$ cat src/rtl/and_vector_driver_pkg.sv
// Shared types and helpers for the AND-gate vector driver.
// Holds the FSM state encoding and the golden AND reference.
package and_tb_pkg;

    typedef enum logic [1:0] {IDLE, APPLY, SAMPLE, DONE} state_t;

    localparam int MAX_VEC = 4;

    function automatic logic exp_and(input logic [1:0] idx);
        return idx[0] & idx[1];
    endfunction

endpackage

$ cat src/rtl/and_vector_driver_sat_counter.sv
// Saturating up-counter with synchronous clear.
// Used for the per-run mismatch count.
module sat_counter #(
    parameter int W = 8
) (
    input  logic         clk,
    input  logic         rst_n,
    input  logic         clr,
    input  logic         inc,
    output logic [W-1:0] cnt
);

    logic [W-1:0] cnt_q;

    always_ff @(posedge clk or negedge rst_n) begin
        if (!rst_n) begin
            cnt_q <= '0;
        end else if (clr) begin
            cnt_q <= '0;
        end else if (inc && (cnt_q != {W{1'b1}})) begin
            cnt_q <= cnt_q + 1'b1;
        end
    end

    assign cnt = cnt_q;

endmodule

$ cat src/rtl/and_vector_driver.sv
// Clocked exhaustive stimulus/check stage for a 2-input AND gate:
// drives a/b per vector, samples r after a hold period, tallies mismatches.
module and_vector_driver
    import and_tb_pkg::*;
#(
    parameter int N_VEC       = 4,
    parameter int HOLD_CYCLES = 4,
    parameter int ERR_W       = 8
) (
    input  logic             clk,
    input  logic             rst_n,
    input  logic             start,
    output logic             a,
    output logic             b,
    input  logic             r,
    output logic             busy,
    output logic             done,
    output logic             pass,
    output logic             mismatch,
    output logic [ERR_W-1:0] err_cnt,
    output logic [1:0]       first_fail,
    output logic [1:0]       vec_idx
);

    localparam int             NV        = (N_VEC > MAX_VEC) ? MAX_VEC : N_VEC;
    localparam int             HW        = (HOLD_CYCLES > 1) ? $clog2(HOLD_CYCLES) : 1;
    localparam logic [HW-1:0]  HOLD_LAST = HW'(HOLD_CYCLES - 1);
    localparam logic [1:0]     LAST_VEC  = 2'(NV - 1);

    state_t        state_q, state_d;
    logic [1:0]    vec_q, vec_d;
    logic [HW-1:0] hold_q, hold_d;
    logic          a_q, a_d, b_q, b_d;
    logic          busy_q, busy_d, done_q, done_d, pass_q, pass_d;
    logic          mm_q, mm_d;
    logic [1:0]    ff_q, ff_d;
    logic          err_clr, err_inc, mm_now;

    sat_counter #(.W(ERR_W)) u_err_cnt (
        .clk   (clk),
        .rst_n (rst_n),
        .clr   (err_clr),
        .inc   (err_inc),
        .cnt   (err_cnt)
    );

    // Compare against what is actually on the pins, not the internal index.
    assign mm_now = (r != exp_and({b_q, a_q}));

    always_comb begin
        state_d = state_q;
        vec_d   = vec_q;
        hold_d  = hold_q;
        a_d     = a_q;
        b_d     = b_q;
        busy_d  = busy_q;
        done_d  = done_q;
        pass_d  = pass_q;
        ff_d    = ff_q;
        mm_d    = 1'b0;
        err_clr = 1'b0;
        err_inc = 1'b0;
        case (state_q)
            IDLE, DONE: begin
                if (start) begin
                    state_d = APPLY;
                    vec_d   = '0;
                    hold_d  = '0;
                    a_d     = 1'b0;
                    b_d     = 1'b0;
                    busy_d  = 1'b1;
                    done_d  = 1'b0;
                    pass_d  = 1'b0;
                    ff_d    = '0;
                    err_clr = 1'b1;
                end
            end
            APPLY: begin
                if (hold_q == HOLD_LAST) begin
                    state_d = SAMPLE;
                    hold_d  = '0;
                end else begin
                    hold_d  = hold_q + 1'b1;
                end
            end
            SAMPLE: begin
                if (mm_now) begin
                    mm_d    = 1'b1;
                    err_inc = 1'b1;
                    if (err_cnt == '0) ff_d = vec_q;
                end
                if (vec_q == LAST_VEC) begin
                    state_d = DONE;
                    busy_d  = 1'b0;
                    done_d  = 1'b1;
                    pass_d  = (err_cnt == '0) && !mm_now;
                end else begin
                    state_d = APPLY;
                    vec_d   = vec_q + 1'b1;
                    a_d     = vec_d[0];
                    b_d     = vec_d[1];
                    hold_d  = '0;
                end
            end
            default: state_d = IDLE;
        endcase
    end

    always_ff @(posedge clk or negedge rst_n) begin
        if (!rst_n) begin
            state_q <= IDLE;
            vec_q   <= '0;
            hold_q  <= '0;
            a_q     <= 1'b0;
            b_q     <= 1'b0;
            busy_q  <= 1'b0;
            done_q  <= 1'b0;
            pass_q  <= 1'b0;
            mm_q    <= 1'b0;
            ff_q    <= '0;
        end else begin
            state_q <= state_d;
            vec_q   <= vec_d;
            hold_q  <= hold_d;
            a_q     <= a_d;
            b_q     <= b_d;
            busy_q  <= busy_d;
            done_q  <= done_d;
            pass_q  <= pass_d;
            mm_q    <= mm_d;
            ff_q    <= ff_d;
        end
    end

    assign a          = a_q;
    assign b          = b_q;
    assign busy       = busy_q;
    assign done       = done_q;
    assign pass       = pass_q;
    assign mismatch   = mm_q;
    assign first_fail = ff_q;
    assign vec_idx    = vec_q;

endmodule

$ cat config.mk
export PLATFORM = sky130hd
export DESIGN_NAME = and_vector_driver
export DESIGN_NICKNAME = d
export VERILOG_FILES = /design/src/rtl/and_vector_driver_pkg.sv /design/src/rtl/and_vector_driver_sat_counter.sv /design/src/rtl/and_vector_driver.sv
export SDC_FILE = /design/constraint.sdc
export NUM_CORES = 1
export LEC_CHECK = 0
export CAP_MARGIN = 20
export CORE_AREA = 2 2 50 52
export CTS_BUF_LIST = sky130_fd_sc_hd__clkbuf_4
export DETAILED_ROUTE_END_ITERATION = 10
export DIE_AREA = 0 0 52 54
export PLACE_DENSITY_LB_ADDON = 0.3
export SYNTH_ARGS = -nofsm -noshare
export SYNTH_HDL_FRONTEND = slang
export SYNTH_HIERARCHICAL = 1
export SYNTH_SLANG_ARGS = --single-unit
$ cat constraint.sdc
create_clock -name clk -period 2.65 [get_ports clk]
set_input_delay 0.3975 -clock clk [delete_from_list [all_inputs] [get_ports clk]]
set_output_delay 0.3975 -clock clk [all_outputs]
set_load 0.005 [all_outputs]
Word level (Yosys, flattened, before mapping)
Cells that the tools add are included.

Add/sub/neg operators: 3. Equal/unequal tests: 13. Mux-type cells: 31. Bitwise operators: 1. Reduce and logical (&&, ||, !) cells: 13.

Operator list (number): $mux W2 (9); $mux W8 (2); $ne A2 B2 Y1 const B (6); $pmux W2 S3 (2); $mux W1 (11); $pmux W1 S2 (5); $add A8 B1 Y8 const B (1); $eq A2 B2 Y1 const B (4); $logic_not A8 Y1 (1); $ne A8 B8 Y1 const B (1); $pmux W2 S2 (2); $reduce_and A3 Y1 (2); $add A2 B1 Y2 const B (2); $reduce_and A2 Y1 (2); $reduce_and A4 Y1 (1); $reduce_bool A2 Y1 (2); $eq A2 B1 Y1 const B (1); $logic_and A1 B1 Y1 (2); $logic_not A2 Y1 (1); $reduce_or A2 Y1 (1); $and A1 B1 Y1 (1); $logic_not A1 Y1 (1); $ne A1 B1 Y1 (1).

Register bits after elaboration: 22. Input bits: 4. Output and inout bits: 18. Logic and storage cells: 72.

Depth between registers and ports, before layout
Gate-level depths: netlist of the first run.

Word-level depth: 7. Mapped depth: 9. Mapped depth without buffers: 7.

By module
Netlist of the first run, hierarchy kept.

By module, submodules not included: and_vector_driver (times used 1, cells each 76, area each 684.4 µm², seq. area each 300.3 µm²); sat_counter (times used 1, cells each 49, area each 464.2 µm², seq. area each 200.2 µm²).

Worst setup path before layout of the first run
Ideal clock, no wire load.

Path kind: register to register. Start point: register a_q, in the netlist a. End point: register u_err_cnt.cnt_q[7], in the netlist u_err_cnt/cnt[7]. Library setup time: 94 ps. Arrival: 1833 ps. Required time: 2556 ps. Slack: 723 ps. Cell stages (with the launch flop): 10. Buffers on the path: 2. Period minus slack after synthesis: 1927 ps. Path through: dfrtp_1 > ha_1 > buf_6 > xor2_2 > nand2_1 > inv_1 > buf_2 > nand3_1 > or3_1 > a211oi_1.

Word-level cells in the longest chain between the ends: 6.

RTL lines: from (decl) (RTL line and_vector_driver.sv:33) `logic a_q, a_d, b_q, b_d;`; from (signal assigned) (RTL line and_vector_driver.sv:114) `a_q <= 1'b0;`; from (signal assigned) (RTL line and_vector_driver.sv:125) `a_q <= a_d;`; $and A1 B1 Y1 (RTL line and_vector_driver_pkg.sv:10) `return idx[0] & idx[1];`; $ne A1 B1 Y1 (RTL line and_vector_driver.sv:48) `assign mm_now = (r != exp_and({b_q, a_q}));`; $mux W1 (RTL line and_vector_driver.sv:87) `if (mm_now) begin`; $mux W1 (RTL line and_vector_driver.sv:63) `case (state_q)`; named net err_inc (RTL line and_vector_driver.sv:37) `logic err_clr, err_inc, mm_now;`; $logic_and A1 B1 Y1 (RTL line and_vector_driver_sat_counter.sv:20) `end else if (inc && (cnt_q != {W{1'b1}})) begin`; $reduce_bool A2 Y1 (no source line); to (signal assigned) (RTL line and_vector_driver_sat_counter.sv:21) `cnt_q <= cnt_q + 1'b1;`; to (decl) (RTL line and_vector_driver_sat_counter.sv:13) `logic [W-1:0] cnt_q;`.

The timed path passes the listed nets, and every way through them passes these cells. A chain may end at the register's enable or synchronous reset.

Final worst setup path of the first run
Ends and elaborated chain as after synthesis.

==> flow_summary.toml, run 1 <==
[drt]
routed_via_density = 5.523
drtIter0Drc = 30
avgRoutedWirePerCell_microns = 13.26
route.vias.total = 961
drt-total-wl_microns = 2307
drc = 0
ant_nets = 0
firstDrtPassIters = 4

[final_layout]
final.fill_count = 202
post-route-util = 0.5960
nets = 156
num_antenna_cells = 0
stdcell_count = 174
multi_input_area_sq_um = 566.8
area_delta_synth_final_pct = 20.37
seqCellArea_sq_um = 500.5
layout-drive-gt1-share = 0.08333

[synthesis]
syn_area_per_cell_sq_um = 9.189
synth_top_family_by_area = "simple AND/OR/NAND/NOR gates"
synth.top_cells.by_count = "dfrtp_1, nand2_1, o21ai_0"
yosys.area_share.simple = 0.2386
syn-cell-area_sq_um = 1149
syn_inst = 125
yosysMostFrequentCell = "dfrtp_1"
ys_ff_latch = 20
ys.flop_type = "dfrtp_1"
synth_area_leaders = "dfrtp_1, ha_1, nand2_1, o21ai_0, nand2b_1"
ys_types = 36
synthArstFlopShare = 1.000
synth_edf_count = 0
ys_seq_area_frac = 0.4357
yosys_warnings = 6
synthMuxAreaShare = 0.04575
synth_top_area_share = 0.4357
synth_xor_area_frac = 0.01416
syn-num-nets = 135
synth_fa_ha_area_frac = 0.06536
synth_compound_area_frac = 0.1296
yosys.area.top_type = "dfrtp_1"

[floorplanning]
fp.dieW_microns = 52
io_pins = 22
dieArea_sq_um = 2808
rows = 18
core-area_sq_um = 2320
die_y_microns = 54
initial_core_util = 0.4951

[setup_path]
start_kind = "register"
crit_path_end_kind = "register"
crit_end = "u_err_cnt/cnt[7]$_DFFE_PN0P_"
crit_buf_inv = 1
worstPathRequired_ps = 2850
ff2ff_path_depth = 7
r2r-end = "u_err_cnt/cnt[7]$_DFFE_PN0P_"
cp_max_fo = 10
path_cells = "ha_1, xor2_2, nand2_1, inv_1, nand3_1, or3_1, a211oi_1"
critical_path.slowest_cell = "dfrtp_1"
crit_family = "simple AND/OR/NAND/NOR gates"
critPathMaxStageDelay_ps = 480
r2r_slack_ps = 370
crit-reg2reg-launch = "a$_DFFE_PN0P_"
critical_path_class = "register to register"
arrival_ps = 2480
setup.worst_path.start = "a$_DFFE_PN0P_"
crit_cells = 7

[cts]
postCtsHoldBufs = 0
clk_pin_slew_worst_paths_ps = 110
cts_resized = 0
clock_latency_ps = 280
root_buffer = "clkbuf_4"
cts_tree = "yes"
cts_buffer_depth = 2
postCtsSetupBuffers = 0
cts.sinks = 20
cts_buffers = 3
htree_levels = 1

[placed_design]
hpwlAfterDp_microns = 1647
place.gp.congestion = 0.8801
pre_cts_slack_ps = 425.7
portBuffers = 21
place_inst = 171

[global_route]
grt_pass1_vias = 896
grt_pass1_wl_microns = 3788
grt_max_degree = 21
grt_antenna_before_repair = 0
track_usage = 0.1807
grt-ovfl-total = 0

[timing]
finalCritPeriodShare = 0.8619
finalHoldViolCount = 0
period_needed_ps = 2284
fin_skew_ps = 2.082
slew_violations = 0
setup_viol = 0
fin_setup_tns_ps = 0
grt_setup_unrepaired = "no"
max_freq_mhz = 437.8
worst_slew_pin_slew_ps = 399.0
setup_ws_ps = 365.9
relSlewSlack = 0.7271

[hold_path]
min_path_type = "primary input to asynchronous set/reset pin"

[job]
drv_cap = 0

[power]
peakVddDrop_mv = 0.3212
powerDensity_nw_per_um2 = 526.1
total_power_mw = 0.7274
power.leakage_nw = 0.6115

[status]
outcome = "completed"
[kinds of logic after synthesis]
logic type               Yosys count
buffers and inverters             15
AO/OA/AOI/OAI                     25
flip-flops                        20
multiplexers                       5
AND/OR/NAND/NOR                   53
adder cells (fa/ha/maj)            6
XOR/XNOR                           1
[worst min path at each step]
stage                                      from                      to  slack [ps]  cells past startpoint
after global routing                      rst_n  state_q[0]$_DFFE_PN0P_         440                      2
after CTS                                 rst_n  state_q[0]$_DFFE_PN0P_         440                      2
final                                     rst_n           a$_DFFE_PN0P_         430                      2
after detailed placement  hold_q[0]$_DFFE_PN0P_   hold_q[0]$_DFFE_PN0P_         510                      1
after global placement    hold_q[1]$_DFFE_PN0P_   hold_q[1]$_DFFE_PN0P_         470                      2
after floorplan                           rst_n           a$_DFFE_PN0P_         100                      0
[placed cells by master, fill, tap and decap left out, drive strengths merged, types with 5 or more instances in the layout]
cell type       n
nor2            7
a21oi           6
nand2b          5
nand2          18
inv             8
o21ai          11
ha              6
nand3           5
dfrtp          20
clkdlybuf4s50  21
nor3            5
[registers in the layout, indices dropped and copies added, names as in the netlist]
register / cells
hold_q: 2
first_fail: 2
state_q: 2
mismatch: 1
pass: 1
done: 1
vec_idx: 1
busy: 1
a: 1
u_err_cnt/cnt: 8
[final cells by class]
cell class / count / share of cell area
clock buffer: 3 / 0.01629
inverter: 8 / 0.02172
multi-input combinational: 90 / 0.4100
sequential: 20 / 0.3620
tap: 30 / 0.02715
timing repair buffer: 23 / 0.1629
[report_power, final]
part | switching (mW) | leakage (nW) | total, mW | internal (mW)
Clock | 0.0844 | 0.0138 | 0.137 | 0.0527
Combinational | 0.135 | 0.327 | 0.225 | 0.0902
Sequential | 0.0300 | 0.270 | 0.365 | 0.335
Total | 0.249 | 0.611 | 0.727 | 0.478
[per-layer routing]
metal | routed length [microns] | track usage | vias to the layer above
li1 | - | - | 471
met1 | 1083 | 0.2430 | 453
met2 | 1103 | 0.2890 | 35
met3 | 103 | 0.02778 | 2
met4 | 16 | 0.07895 | 0
met5 | 0 | 0 | -
[through the flow]
step | hold slack, ps | area [sq um]
6_report | 434.8 | 1383
2_1_floorplan | 101.9 | 1149
3_5_place_dp | 508.7 | 1360
5_1_grt | 445.0 | 1383
3_3_place_gp | 467.5 | 1360
4_1_cts | 435.8 | 1383
No activity file was read; power rests on OpenSTA's default activity.
==> run 2, diff against run 1 <==
- SETUP_SLACK_MARGIN: unset -> 0.5
==> flow_summary.toml, run 2 (synthesized netlist as in run 1, its figures left out) <==
[placed_design]
hpwlAfterDp_microns = 1647
pre_cts_slack_ps = 425.7
portBuffers = 21
place.gp.congestion = 0.8801

[setup_path]
crit_path_end_kind = "register"
cp_max_fo = 10
ff2ff_path_depth = 7
worstPathRequired_ps = 2850
r2r-end = "u_err_cnt/cnt[7]$_DFFE_PN0P_"
r2r_slack_ps = 700
critical_path_class = "register to register"
start_kind = "register"
arrival_ps = 2150
setup.worst_path.start = "vec_idx[1]$_DFFE_PN0P_"
crit-reg2reg-launch = "vec_idx[1]$_DFFE_PN0P_"

[drt]
route.vias.total = 961
ant_nets = 0
drc = 0
drtIter0Drc = 14
drt-total-wl_microns = 2330
avgRoutedWirePerCell_microns = 13.39
firstDrtPassIters = 4
routed_via_density = 5.523

[final_layout]
largest_reg_flops = 8
layout-drive-gt1-share = 0.1042
layout_common_cells = "clkdlybuf4s50_1, dfrtp_1, nand2_1"
num_antenna_cells = 0
nets = 156
layout_commonest_cell = "clkdlybuf4s50_1"
area_delta_synth_final_pct = 21.57

[cts]
clock_latency_ps = 280
htree_levels = 1
cts_tree = "yes"
cts_buffers = 3
postCtsSetupBuffers = 0
root_buffer = "clkbuf_4"
cts.sinks = 20
cts_buffer_depth = 2
clk_pin_slew_worst_paths_ps = 100

[timing]
hold_ws_ps = 436.3
slew_violations = 0
finalCritPeriodShare = 0.7370
setup_ws_ps = 697.1
grt_setup_unrepaired = "no"
fin_setup_tns_ps = 0
relSlewSlack = 0.7273
finalHoldViolCount = 0
max_freq_mhz = 512.0
worst_slew_pin_slew_ps = 398.8
setup_viol = 0
period_needed_ps = 1953
fin_skew_ps = 1.420

[global_route]
grt_pass1_wl_microns = 3753
grt_pass1_vias = 889
grt_max_degree = 21
grt-ovfl-total = 0
grt_antenna_before_repair = 0
track_usage = 0.1795

[job]
drv_cap = 0

[floorplanning]
fp.dieW_microns = 52
die_y_microns = 54
core-area_sq_um = 2320
dieArea_sq_um = 2808
rows = 18
initial_core_util = 0.4951
io_pins = 22

[power]
power.leakage_nw = 0.6043
powerDensity_nw_per_um2 = 524.9
peakVddDrop_mv = 0.3218

[hold_path]
min_path_type = "primary input to asynchronous set/reset pin"

[status]
outcome = "completed"
-- run 2: cell types whose count changed in the layout (fill, tap and decap cells not counted) --
cell and delta:
inv_2 +1, dfrtp_1 -1, ha_1 -1, inv_1 -1, ha_4 +1, dfrtp_2 +1
-- run 2: cell type report --
| class | instances | area, sq um |
|---|---|---|
| Clock buffer | 3 | 22.52 |
| Fill cell | 205 | 923.4 |
| Inverter | 8 | 30.03 |
| Multi-Input combinational cell | 90 | 579.3 |
| Sequential cell | 20 | 501.7 |
| Tap cell | 30 | 37.54 |
| Timing Repair Buffer | 23 | 225.2 |
-- run 2: repair_timing --
action | in CTS | in global routing
endpoints found under the setup margin | 3 | 4
gates resized for setup | 1 | 3
hold buffers | 0 | 0
-- run 2: worst max path at each step --
stage	to	cells past startpoint
2_1_floorplan	u_err_cnt/cnt[7]$_DFFE_PN0P_	9
3_3_place_gp	u_err_cnt/cnt[7]$_DFFE_PN0P_	7
3_5_place_dp	u_err_cnt/cnt[5]$_DFFE_PN0P_	7
4_1_cts	u_err_cnt/cnt[5]$_DFFE_PN0P_	7
5_1_grt	u_err_cnt/cnt[5]$_DFFE_PN0P_	7
6_report	u_err_cnt/cnt[7]$_DFFE_PN0P_	7
-- run 2: report_power, final --
group          internal [mW]  leakage [nW]  switching, mW
clock                 0.0527        0.0138         0.0842
combinational         0.0911         0.322          0.138
sequential             0.336         0.269         0.0315
total                  0.480         0.604          0.253
-- run 2: worst max-delay path, cell delays in order, from the launching register on --
cell	delay, ps
dfrtp_1	480
ha_4	250
xor2_2	130
nand2_1	100
inv_2	140
nand3_1	160
or3_1	350
a211oi_1	250
-- run 2: per-layer routing --
metal  wire [microns]  GRT usage  share of wire
met1             1086     0.2395           0.47
met2             1135     0.2890           0.49
met3              108    0.02778          0.046
met4                0    0.07895              0
met5                0          0              0
-- run 2: metrics by stage --
step           power, mW  instances    util  area (sq um)
2_1_floorplan     0.5364        125       -          1149
3_3_place_gp      0.5878        171  0.5863          1360
3_5_place_dp      0.6005        171  0.5863          1360
4_1_cts           0.7419        174  0.5971          1385
5_1_grt           0.7955        174  0.6019          1396
6_report          0.7330        174  0.6019          1396
==> run 3, diff against run 2 <==
- CORE_AREA: 2 2 50 52 -> 2 2 52 54
- DIE_AREA: 0 0 52 54 -> 0 0 54 56
- clock period: 2.65 -> 1.6 ns (I/O delays scaled with it)
==> flow_summary.toml, run 3 (synthesized netlist as in run 1, its figures left out) <==
[final_layout]
final.fill_count = 118
layout_common_cells = "buf_4, buf_6, dfrtp_1"
nets = 202
num_antenna_cells = 0
layout-drive-gt1-share = 0.6368
largest_reg_flops = 8
layout_commonest_cell = "buf_4"
stdcell_count = 220
area_delta_synth_final_pct = 76.91

[power]
power.leakage_nw = 0.9493
peakVddDrop_mv = 1.036
powerDensity_nw_per_um2 = 927.5
total_power_mw = 1.885

[global_route]
grt_pass1_vias = 1241
track_usage = 0.2700
grt_max_degree = 21
grt_antenna_before_repair = 0
grt_pass1_wl_microns = 5871
grt-ovfl-total = 0

[timing]
setup_viol = 4
slew_violations = 0
period_needed_ps = 1675
max_freq_mhz = 597.0
fin_skew_ps = 3.980
finalCritPeriodShare = 1.047
relSlewSlack = 0.7395
hold_ws_ps = 232.2
grt_setup_unrepaired = "yes"
finalHoldViolCount = 0
worst_slew_pin_slew_ps = 390.7
setup_ws_ps = -75.08

[setup_path]
path_cells = "ha_4, xor2_2, nand2_2, inv_4, buf_4, a21boi_4, mux2_4"
start_kind = "register"
critical_path.slowest_cell = "dfrtp_1"
critPathMaxStageDelay_ps = 440
worstPathRequired_ps = 1820
crit_path_end_kind = "register"
arrival_ps = 1900
critical_path_class = "register to register"
cp_max_fo = 5

[placed_design]
place.gp.congestion = 0.8660
place_inst = 184
hpwlAfterDp_microns = 1942
portBuffers = 21

[drt]
avgRoutedWirePerCell_microns = 19.65
ant_nets = 0
firstDrtPassIters = 4
route.vias.total = 1243
drtIter0Drc = 52
routed_via_density = 5.650
drt-total-wl_microns = 4323
drc = 0

[job]
drv_cap = 0

[cts]
clock_latency_ps = 320
htree_levels = 1
cts_tree = "yes"
clk_pin_slew_worst_paths_ps = 120
cts_buffer_depth = 2
cts.sinks = 20
cts_buffers = 3
root_buffer = "clkbuf_4"

[status]
outcome = "complete, but fails checks"
violations = "setup timing"

[floorplanning]
core-area_sq_um = 2432
dieArea_sq_um = 3024
initial_core_util = 0.4722
io_pins = 22
fp.dieW_microns = 54
rows = 18
die_y_microns = 56

[hold_path]
min_path_type = "primary input to asynchronous set/reset pin"
run 3: cell count changes in the layout (fill, tap and decap cells not counted), sizes merged:
| cell | previous run | this run |
|---|---|---|
| buf | 2 | 63 |
| clkdlybuf4s15 | 0 | 1 |
| clkbuf | 3 | 4 |
| clkdlybuf4s50 | 21 | 4 |
run 3: metal layers:
metal	vias up	wire, microns	global-route usage
met2	53	2240	0.4617
met5	-	0	0
met3	15	204	0.03226
li1	564	-	-
met4	0	198	0.1536
met1	611	1680	0.3107
run 3: through the flow:
step / setup TNS (ps) / utilization / setup WS [ps] / area, sq um
after floorplan: -772.4 / - / -208.3 / 1217
after global placement: -1298 / 0.6214 / -270.6 / 1511
after detailed placement: -1558 / 0.6214 / -304.9 / 1511
after CTS: -52.68 / 0.7356 / -31.72 / 1789
after global routing: -573.9 / 0.8354 / -128.1 / 2032
final: -173.3 / 0.8354 / -75.08 / 2032
run 3: path summary, 6_finish.rpt:
kind / from / endpoint / slack [ps] / cells after the start
worst max-delay path: a$_DFFE_PN0P_ / u_err_cnt/cnt[0]$_DFFE_PN0P_ / -80 / 7
worst min-delay path: rst_n / u_err_cnt/cnt[4]$_DFFE_PN0P_ / 230 / 2
worst max register to register: a$_DFFE_PN0P_ / u_err_cnt/cnt[0]$_DFFE_PN0P_ / -80 / 7
worst min register to register: hold_q[1]$_DFFE_PN0P_ / hold_q[1]$_DFFE_PN0P_ / 510 / 2
max in group asynchronous: rst_n / u_err_cnt/cnt[3]$_DFFE_PN0P_ / 1130 / 2
min in group clk: hold_q[1]$_DFFE_PN0P_ / hold_q[1]$_DFFE_PN0P_ / 510 / 2
run 3: final cells by class:
cell class                      count  area, sq um  area share
Sequential cell                    20        504.2      0.2482
Clock buffer                        3        22.52     0.01108
Tap cell                           30        37.54     0.01847
Inverter                            8        37.54     0.01847
Timing Repair Buffer               69        588.1      0.2894
Multi-Input combinational cell     90        842.1      0.4144
run 3: worst max-delay path: cells and delay by family, from the launching register on:
family,cells,cell delay (ps)
AND/OR/NAND/NOR,1,90
adder cells (fa/ha/maj),1,190
multiplexers,1,320
XOR/XNOR,1,140
AO/OA/AOI/OAI,1,200
flip-flops,1,440
buffers and inverters,2,200
run 3: power breakdown:
part	switching (mW)	leakage (nW)	internal, mW
Sequential	0.0454	0.265	0.555
Combinational	0.519	0.670	0.500
Clock	0.177	0.0138	0.0884
Total	0.741	0.949	1.14
run 3: timing repair:
action,4_1_cts,5_1_grt
gates cloned,1,0
pin swaps,12,16
hold endpoints to repair,0,0
gates resized for setup,101,42
hold buffers,0,0
buffers inserted,19,13
setup endpoints to repair,38,35
